[config.mk]
export PLATFORM = sky130hd
export DESIGN_NAME = rc4_decrypt_core
export DESIGN_NICKNAME = d
export VERILOG_FILES = /design/src/rtl/rc4_decrypt_core.sv
export SDC_FILE = /design/constraint.sdc
export NUM_CORES = 1
export LEC_CHECK = 0
export ABC_AREA = 1
export CORE_MARGIN = 2
export CORE_UTILIZATION = 40
export CTS_BUF_LIST = sky130_fd_sc_hd__clkbuf_2
export CTS_CLUSTER_DIAMETER = 200
export DETAILED_ROUTE_END_ITERATION = 16
export SLEW_MARGIN = 20
export SYNTH_ARGS = -nofsm -noshare
export SYNTH_HDL_FRONTEND = slang
export SYNTH_SLANG_ARGS = --single-unit
[constraint.sdc]
create_clock -name clk -period 3.42 [get_ports clk]
set_input_delay 0.684 -clock clk [delete_from_list [all_inputs] [get_ports clk]]
set_output_delay 0.684 -clock clk [all_outputs]
set_load 0.1 [all_outputs]
[src/rtl/rc4_decrypt_core.sv]
// rc4_decrypt_core: RC4 key scheduling plus keystream generation that decrypts a
// ciphertext ROM into a plaintext RAM, one byte at a time, with an optional
// check that every plaintext byte is a space or a lowercase letter.
// The 256x8 S-box lives in an external synchronous RAM (1-cycle read latency).
module rc4_decrypt_core #(
   parameter  int KEY_BYTES = 3,
   parameter  int MSG_LEN   = 32,
   localparam int KW        = 8 * KEY_BYTES,
   localparam int AW        = $clog2(MSG_LEN)
) (
   input  logic          clk,
   input  logic          reset,
   input  logic          start,
   input  logic [KW-1:0] key,
   input  logic          check_en,
   output logic          busy,
   output logic          done,
   output logic          valid,
   output logic [AW-1:0] fail_index,
   output logic [7:0]    s_addr,
   output logic [7:0]    s_wdata,
   output logic          s_wren,
   input  logic [7:0]    s_rdata,
   output logic [AW-1:0] rom_addr,
   input  logic [7:0]    rom_rdata,
   output logic [AW-1:0] dec_addr,
   output logic [7:0]    dec_wdata,
   output logic          dec_wren
);

   localparam int KIW = (KEY_BYTES > 1) ? $clog2(KEY_BYTES) : 1;

   typedef enum logic [4:0] {
      IDLE, INIT,
      K_RI, K_LI, K_RJ, K_LJ, K_WI, K_WJ,
      P_RI, P_LI, P_RJ, P_LJ, P_WI, P_WJ, P_RF, P_LF, P_WD,
      DONE
   } state_t;

   state_t          state, state_n;
   logic [KW-1:0]   key_q;
   logic            check_q;
   logic [7:0]      i, j, si, sj, f, enc;
   logic [AW-1:0]   k;
   logic [KIW-1:0]  kidx;
   logic [7:0]      key_byte;
   logic [7:0]      plain;
   logic            byte_ok;
   logic            last_byte;

   // Select the current key byte with a mux over the wrapping key index.
   always_comb begin
      key_byte = '0;
      for (int b = 0; b < KEY_BYTES; b++) begin
         if (kidx == KIW'(b)) key_byte = key_q[KW-1-8*b -: 8];
      end
   end

   assign plain     = f ^ enc;
   assign byte_ok   = !check_q || (plain == 8'h20) || ((plain >= 8'h61) && (plain <= 8'h7A));
   assign last_byte = (k == AW'(MSG_LEN - 1));
   assign rom_addr  = k;

   // State register.
   // NOTE: sequential state is always assigned with <= so every flop samples
   // pre-edge values; blocking assignments here would create ordering races.
   always_ff @(posedge clk or posedge reset) begin
      if (reset) state <= IDLE;
      else       state <= state_n;
   end

   // Next-state decode and the RAM/ROM strobes driven from the current state.
   // NOTE: every output of this block gets a default first, so no path can
   // leave a signal unassigned and infer a latch.
   always_comb begin
      state_n   = state;
      busy      = 1'b1;
      done      = 1'b0;
      s_addr    = '0;
      s_wdata   = '0;
      s_wren    = 1'b0;
      dec_addr  = '0;
      dec_wdata = '0;
      dec_wren  = 1'b0;
      case (state)
         IDLE: begin
            busy = 1'b0;
            if (start) state_n = INIT;
         end
         INIT: begin
            s_addr  = i;
            s_wdata = i;
            s_wren  = 1'b1;
            if (i == 8'hFF) state_n = K_RI;
         end
         K_RI: begin s_addr = i; state_n = K_LI; end
         K_LI: state_n = K_RJ;
         K_RJ: begin s_addr = j; state_n = K_LJ; end
         K_LJ: state_n = K_WI;
         K_WI: begin
            s_addr = i; s_wdata = sj; s_wren = 1'b1;
            state_n = K_WJ;
         end
         K_WJ: begin
            s_addr = j; s_wdata = si; s_wren = 1'b1;
            state_n = (i == 8'hFF) ? P_RI : K_RI;
         end
         P_RI: begin s_addr = i + 8'd1; state_n = P_LI; end
         P_LI: state_n = P_RJ;
         P_RJ: begin s_addr = j; state_n = P_LJ; end
         P_LJ: state_n = P_WI;
         P_WI: begin
            s_addr = i; s_wdata = sj; s_wren = 1'b1;
            state_n = P_WJ;
         end
         P_WJ: begin
            s_addr = j; s_wdata = si; s_wren = 1'b1;
            state_n = P_RF;
         end
         P_RF: begin s_addr = si + sj; state_n = P_LF; end
         P_LF: state_n = P_WD;
         P_WD: begin
            dec_addr  = k;
            dec_wdata = plain;
            dec_wren  = 1'b1;
            if (!byte_ok || last_byte) state_n = DONE;
            else                       state_n = P_RI;
         end
         DONE: begin
            busy    = 1'b0;
            done    = 1'b1;
            state_n = IDLE;
         end
         default: state_n = IDLE;
      endcase
   end

   // Datapath: indices, captured S-box values and the latched result.
   // NOTE: every register here is reset; the S-box storage itself is external
   // and never cleared, because INIT rewrites all 256 entries on each run.
   always_ff @(posedge clk or posedge reset) begin
      if (reset) begin
         key_q      <= '0;
         check_q    <= 1'b0;
         i          <= '0;
         j          <= '0;
         k          <= '0;
         kidx       <= '0;
         si         <= '0;
         sj         <= '0;
         f          <= '0;
         enc        <= '0;
         valid      <= 1'b0;
         fail_index <= '0;
      end else begin
         case (state)
            IDLE: if (start) begin
               key_q      <= key;
               check_q    <= check_en;
               valid      <= 1'b0;
               fail_index <= '0;
               i          <= '0;
               j          <= '0;
               k          <= '0;
               kidx       <= '0;
            end
            INIT: i <= i + 8'd1;
            K_LI: begin
               si <= s_rdata;
               j  <= j + s_rdata + key_byte;
            end
            K_LJ: sj <= s_rdata;
            K_WJ: begin
               i    <= i + 8'd1;
               kidx <= (kidx == KIW'(KEY_BYTES - 1)) ? '0 : kidx + 1'b1;
               if (i == 8'hFF) begin
                  j <= '0;
                  k <= '0;
               end
            end
            P_RI: i <= i + 8'd1;
            P_LI: begin
               si <= s_rdata;
               j  <= j + s_rdata;
            end
            P_LJ: sj <= s_rdata;
            P_LF: begin
               f   <= s_rdata;
               enc <= rom_rdata;
            end
            P_WD: begin
               if (!byte_ok)      fail_index <= k;
               else if (last_byte) valid     <= 1'b1;
               else               k          <= k + 1'b1;
            end
            default: ;
         endcase
      end
   end

endmodule

==> results of run 1 <==
metal layers:
layer | up-vias | wire [um]
li1 | 2504 | -
met1 | 2385 | 6550
met2 | 109 | 7070
met3 | 22 | 606
met4 | 0 | 308
met5 | - | 0
Yosys cell counts (3+ instances only):
cell / n
mux2_2: 25
xor2_1: 12
nor3_1: 4
o21ai_0: 22
ha_1: 24
o211ai_1: 4
nand4_1: 3
xnor2_1: 4
clkbuf_1: 5
dfrtp_1: 91
nor2_1: 69
fa_1: 3
nand3_1: 43
o221ai_1: 11
nor2_4: 4
or2_2: 5
o22ai_1: 10
nand2_1: 178
nand2_2: 4
nor2_2: 4
a21oi_1: 49
inv_1: 97
stage by stage:
step	cell area [um2]	setup slack, ns	TNS (ns)
final	7150	0.0576	0
after global routing	7150	-0.130	-0.351
after CTS	7130	0.000731	0
after detailed placement	6990	-0.129	-0.225
after global placement	6990	-0.0389	-0.0389
after floorplan	5590	-0.472	-2.24
final timing paths:
path	slack, ns	cells after the start	to	from
max	0.06	12	s_addr[5]	sj[2]
min	0.47	2	fail_index[4]	reset
max reg2reg	0.57	14	j[7]	j[0]
min reg2reg	0.52	2	valid	valid
max in group asynchronous	2.16	3	kidx[1]	reset
min in group clk	0.52	2	valid	valid
timing repair:
action | CTS | global route
pin swaps | 1 | 1
setup endpoints to repair | 4 | 17
buffers inserted | 1 | 0
gates resized for setup | 4 | 6
power groups by stage:
| stage | Sequential (mW) | Clock (mW) | Combinational, mW |
|---|---|---|---|
| after global routing | 1.24 | 0.650 | 1.00 |
| after global placement | 1.24 | 0 | 0.833 |
| after detailed placement | 1.25 | 0 | 0.853 |
| after floorplan | 1.21 | 0 | 0.653 |
| final | 1.23 | 0.591 | 0.871 |
| after CTS | 1.23 | 0.616 | 0.864 |
registers in the layout, indices dropped and copies added, names as in the netlist:
| name | cells |
|---|---|
| valid | 1 |
| si | 8 |
| i | 8 |
| check_q | 1 |
| state | 5 |
| sj | 8 |
| enc | 8 |
| rom_addr | 5 |
| j | 8 |
| fail_index | 5 |
| key_q | 24 |
| kidx | 2 |
| f | 8 |
worst max-delay path, cell delays in order, from the launching register on:
cell and delay, ns:
dfrtp_1 0.47, ha_1 0.35, nand2_1 0.08, nand2_1 0.05
a31oi_1 0.27, inv_1 0.08, nand2_1 0.09, nand2_1 0.05
a21oi_1 0.16, or2_2 0.13, nand3_1 0.06, nand3_1 0.12
buf_12 0.19
area by class of cell:
| class | count | area share (%) |
|---|---|---|
| clock buffers | 10 | 0.700 |
| flip-flops and latches | 91 | 31.9 |
| clock inverters | 4 | 0.945 |
| inverters | 100 | 5.27 |
| multi-input cells | 501 | 40.8 |
| repair buffers | 102 | 17.3 |
| well taps | 180 | 3.15 |
kinds of logic (layout without fill, tap and decap cells):
family	count (synthesis)	count (layout)	share of synthesized area [%]
xor+xnor	16	16	2.52
buf+inv	109	216	7.68
fa+ha+maj	27	27	6.49
compound gates	112	112	12.5
simple gates	321	321	24.7
flops	91	91	41.0
mux	25	25	5.07
placed cells by master (no fill, tap or decap), types with 3 or more instances in the layout:
master,count
nand2_1,177
inv_1,96
dfrtp_1,91
nor2_1,56
clkdlybuf4s50_1,48
a21oi_1,47
nand3_1,43
buf_12,28
buf_4,26
mux2_2,25
ha_1,23
o21ai_0,21
nor2_2,16
xor2_1,12
o221ai_1,11
o22ai_1,10
clkbuf_2,10
or2_2,5
nand2_2,5
nor2_4,5
o211ai_1,4
xnor2_1,4
nand4_1,3
nor3_1,3
clkinv_1,3
==> results.md, run 1 <==
- Status: finished clean
- H-tree depth: 3
- WHS: 0.470 ns
- Clock transition at the registers of the reported paths: 0.26 ns
- CP Data Required Time: 2.74 ns
- Most used DFF post-synth: dfrtp_1
- Largest net degree at the start of global routing: 41
- Clk buf depth: 2
- Synth Cell Area: 0.00555 mm2
- Rows: 43
- Post-Syn Nets: 772
- Switch Pwr: 0.938 mW
- Slew of the pin with the lowest slew margin: 0.986 ns
- Power share of the combinational group: 32.4%
- Placer Congestion: 0.960
- Remaining DRCs: 0
- Maximum vdd drop: 0.208 mV
- Placed Instances: 973
- Drt first pass iters: 6
- # fillers: 1,353
- HP Class: input pin to asynchronous set/reset pin
- Final WL: 14,500 um
- Vias in the first global route: 4,852
- Final setup fails: 0
- Tmin final: 3.36 ns
- Count of final hold-check violations: 0
- Synth top area share: 41.0%
- # port buffers: 87
- First-pass GRT wire length: 23,400 um
- Asr flop ratio synth: 100%
- Total of max-cap violations: 0
- Hpwl dp: 11,600 um
- Clock Skew: 0.0412 ns
- Post-synth EDFFs: 0
- Final std cells w/o fill: 988
- DR WL/cell: 14.7 um
- Nets: 876
- F_max: 0.297 GHz
- Num CTS Buffers: 9
- Grt total ovfl: 0
- M2 GR Usage: 33.4%
- Synthesized netlist cell count: 701
- Grt met3 use: 3.09%
- TritonCTS clock tree: yes
- Fraction of layout cells with a size suffix above 1: 17.0%
- Vias after detailed routing: 5,020
- Remaining antenna violation count after routing: 0
- CP endpoint kind: output port
- Layout Utilization: 52.1%
- Power Density: 377 mW/mm2
- RSZ-0062 raised after global routing: yes
- Internal power: 1.75 mW
- Sequential Power Share: 45.7%
- Slew headroom: 34.1%
- Worst EP arrival: 2.68 ns
- Netlist cell types: 43
- Clock tree sinks: 91
- Tcrit/Tclk final: 98.3%
- Worst skew pair latency: 0.59 ns
- Die height: 122 um
- Synth area leader: dfrtp_1
- CORE AREA: 0.0137 mm2
- LEAKAGE: 3.52 nW
- Max-slew violations: 0
- Starting Density: 40.5%
- Most used routing layer: met2
- Register area: 0.00228 mm2
- Met1 global-route usage: 26.9%
- Crit-path max FO: 4
- Multi-input gate area: 0.00292 mm2
- Clock power frac: 22.0%
- Die ar.: 0.0148 mm2
- Total Power: 2.69 mW
- 1st-iter DRT viols: 315
- Setup Crit Path Kind: register to output port
- Avg Inst Size Synth: 7.92 um2
- Crit start category: register
- Antenna violations before repair: 0
- Antenna Cells: 0
- # hold bufs at CTS: 0
- IO Pins: 88
- Die width: 122 um
- Tot GR Track Use: 20.3%
- Synth Register Bits: 91
- Vias per cell: 5.08
- Root buf cell: clkbuf_2
- Switch share: 34.9%
- Area growth from synthesis to layout: 28.7%
- Seq/Total Area, Yosys: 41.0%
- Top area cells in the synthesized netlist: dfrtp_1, nand2_1, inv_1
- Synth Warn #: 0
No activity file was read; power rests on OpenSTA's default activity.
==> run 2: changes to the inputs <==
Clock period 3.42 ns to 3.8 ns, I/O delays scaled along.
==> run 2 against run 1 <==
Non-clock buffer count fell by 10. Wire length rose by 1.1%. Largest power group unchanged. Combinational power fell by 11%. Global-route usage barely moved.
==> results.md, run 2 (synthesized netlist as in run 1, its figures left out) <==
- Vias per cell: 5.16
- CP endpoint kind: output port
- M2 GR Usage: 32.9%
- Tcrit/Tclk final: 95.7%
- Max-slew violations: 0
- Root buf cell: clkbuf_2
- Placer Congestion: 0.962
- Maximum vdd drop: 0.314 mV
- Grt total ovfl: 0
- Area growth from synthesis to layout: 21.0%
- Largest Register: key_q
- DR WL/cell: 15.0 um
- F_max: 0.275 GHz
- Register area: 0.00228 mm2
- Die height: 122 um
- Largest stage delay, worst path: 0.45 ns
- WHS: 0.526 ns
- Worst skew pair latency: 0.60 ns
- Die width: 122 um
- Largest net degree at the start of global routing: 51
- Flop2flop setup slack: 1.01 ns
- FF-to-FF End: j[7]
- Cell chain of the critical path: ha_1, nand2_1, nand2_1, a31oi_1, inv_1, nand2_1, nand2_1, a21oi_1, or2_2, nand3_1, nand3_1, buf_4
- Design area: 0.00672 mm2
- Met1 global-route usage: 26.7%
- Top Family by Delay on Critical Path: simple AND/OR/NAND/NOR gates
- HP Class: register to register
- Rows: 43
- Bufs and invs on worst path: 2
- Clock tree sinks: 91
- First-pass GRT wire length: 23,500 um
- RSZ-0062 raised after global routing: no
- Nets: 866
- TritonCTS clock tree: yes
- Worst Reg-to-Reg Cells: 14
- Power Density: 355 mW/mm2
- Worst Hold Endpoint: valid
- Clock transition at the registers of the reported paths: 0.27 ns
- Starting Density: 40.5%
- Fraction of layout cells with a size suffix above 1: 14.1%
- Final std cells w/o fill: 980
- Multi-input gate area: 0.00288 mm2
- Worst hold start: valid
- Most frequent CP cell: nand2_1
- Setup Crit Path Kind: register to output port
- Total Power: 2.39 mW
- IO Pins: 88
- Clk buf depth: 2
- Grt met3 use: 4.31%
- Remaining DRCs: 0
- Final setup fails: 0
- Antenna Cells: 0
- Worst Slack Setup Final: 0.164 ns
- DP Area: 0.00658 mm2
- Crit-path slowest cell: dfrtp_1
- Worst Hold Depth: 2
- Final WL: 14,700 um
- 1st-iter DRT viols: 415
- Most frequent cells in the layout: nand2_1, inv_1, dfrtp_1
- Status: finished clean
- Vias after detailed routing: 5,055
- Max FFs per register: 24
- Dpl ws: 0.169 ns
- Hpwl dp: 11,400 um
- # fillers: 1,386
- CORE AREA: 0.0137 mm2
- LEAKAGE: 3.39 nW
- Commonest non-fill, non-tap cell in the layout: nand2_1
- Clock Skew: 0.0362 ns
- Tot GR Track Use: 20.3%
- Remaining antenna violation count after routing: 0
- Num CTS Buffers: 9
- Antenna violations before repair: 0
- Vias in the first global route: 4,817
- Setup crit start: si[2]
- # port buffers: 87
- CP Data Required Time: 3.04 ns
- Placed Instances: 963
- Count of final hold-check violations: 0
- Crit-path max FO: 4
- Slew of the pin with the lowest slew margin: 0.969 ns
- Die ar.: 0.0148 mm2
- Worst EP arrival: 2.88 ns
- Drt first pass iters: 5
- Most used routing layer: met2
- Slew headroom: 35.2%
- Tmin final: 3.64 ns
- H-tree depth: 3
- FF-to-FF Start: j[0]
- Crit start category: register
- Total of max-cap violations: 0
==> run 2: cell count changes in the layout (fill, tap and decap cells not counted), moves of 2 or more <==
cell	before	now
buf_12	28	2
buf_4	26	35
clkdlybuf4s50_1	48	55
nor2_1	56	62
nor2_2	16	11
clkinv_2	1	3
clkinvlp_4	0	2
==> run 2: how the worst max path moves through the flow <==
| stage | endpoint | cells past startpoint | slack, ns |
|---|---|---|---|
| 3_5_place_dp | j[7] | 15 | 0.17 |
| 5_1_grt | s_addr[5] | 12 | 0.01 |
| 6_report | s_addr[5] | 12 | 0.16 |
| 4_1_cts | s_addr[6] | 13 | 0.05 |
| 3_3_place_gp | j[7] | 15 | 0.24 |
| 2_1_floorplan | s_addr[0] | 5 | -0.17 |
==> run 2: report_power, final <==
part	internal (mW)	switching, mW
clock	0.149	0.358
combinational	0.335	0.443
sequential	1.03	0.0744
total	1.51	0.876
==> run 2: final cells by class <==
cell class | instances | share of cell area (%)
multi-input combinational | 501 | 42.8
sequential | 91 | 33.9
timing repair buffer | 92 | 12.7
inverter | 100 | 5.60
tap | 180 | 3.35
clock inverter | 7 | 1.01
clock buffer | 9 | 0.670
==> run 2: timing repair <==
item / in CTS / in global routing
setup buffers: 0 / 1
setup endpoints to repair: 0 / 1
gates resized for setup: 0 / 5
hold buffers: 0 / 0
==> run 2: worst reg2reg max path, delay by kind of cell (launching register included) <==
kind / cells / cell delay [ns]
compound gates: 4 / 0.54
xor+xnor: 1 / 0.17
fa+ha+maj: 3 / 0.97
buf+inv: 1 / 0.08
flops: 1 / 0.50
simple gates: 5 / 0.47
==> run 2: metal layers <==
layer,vias up,routed length [um]
li1,2489,-
met1,2390,6700
met2,152,6930
met3,24,756
met4,0,310
met5,-,0
==> run 2: stage by stage <==
step | utilization (%) | TNS (ns)
after global placement | 48.0 | 0
final | 49.0 | 0
after detailed placement | 48.0 | 0
after floorplan | - | -0.505
after CTS | 48.8 | 0
after global routing | 49.0 | 0
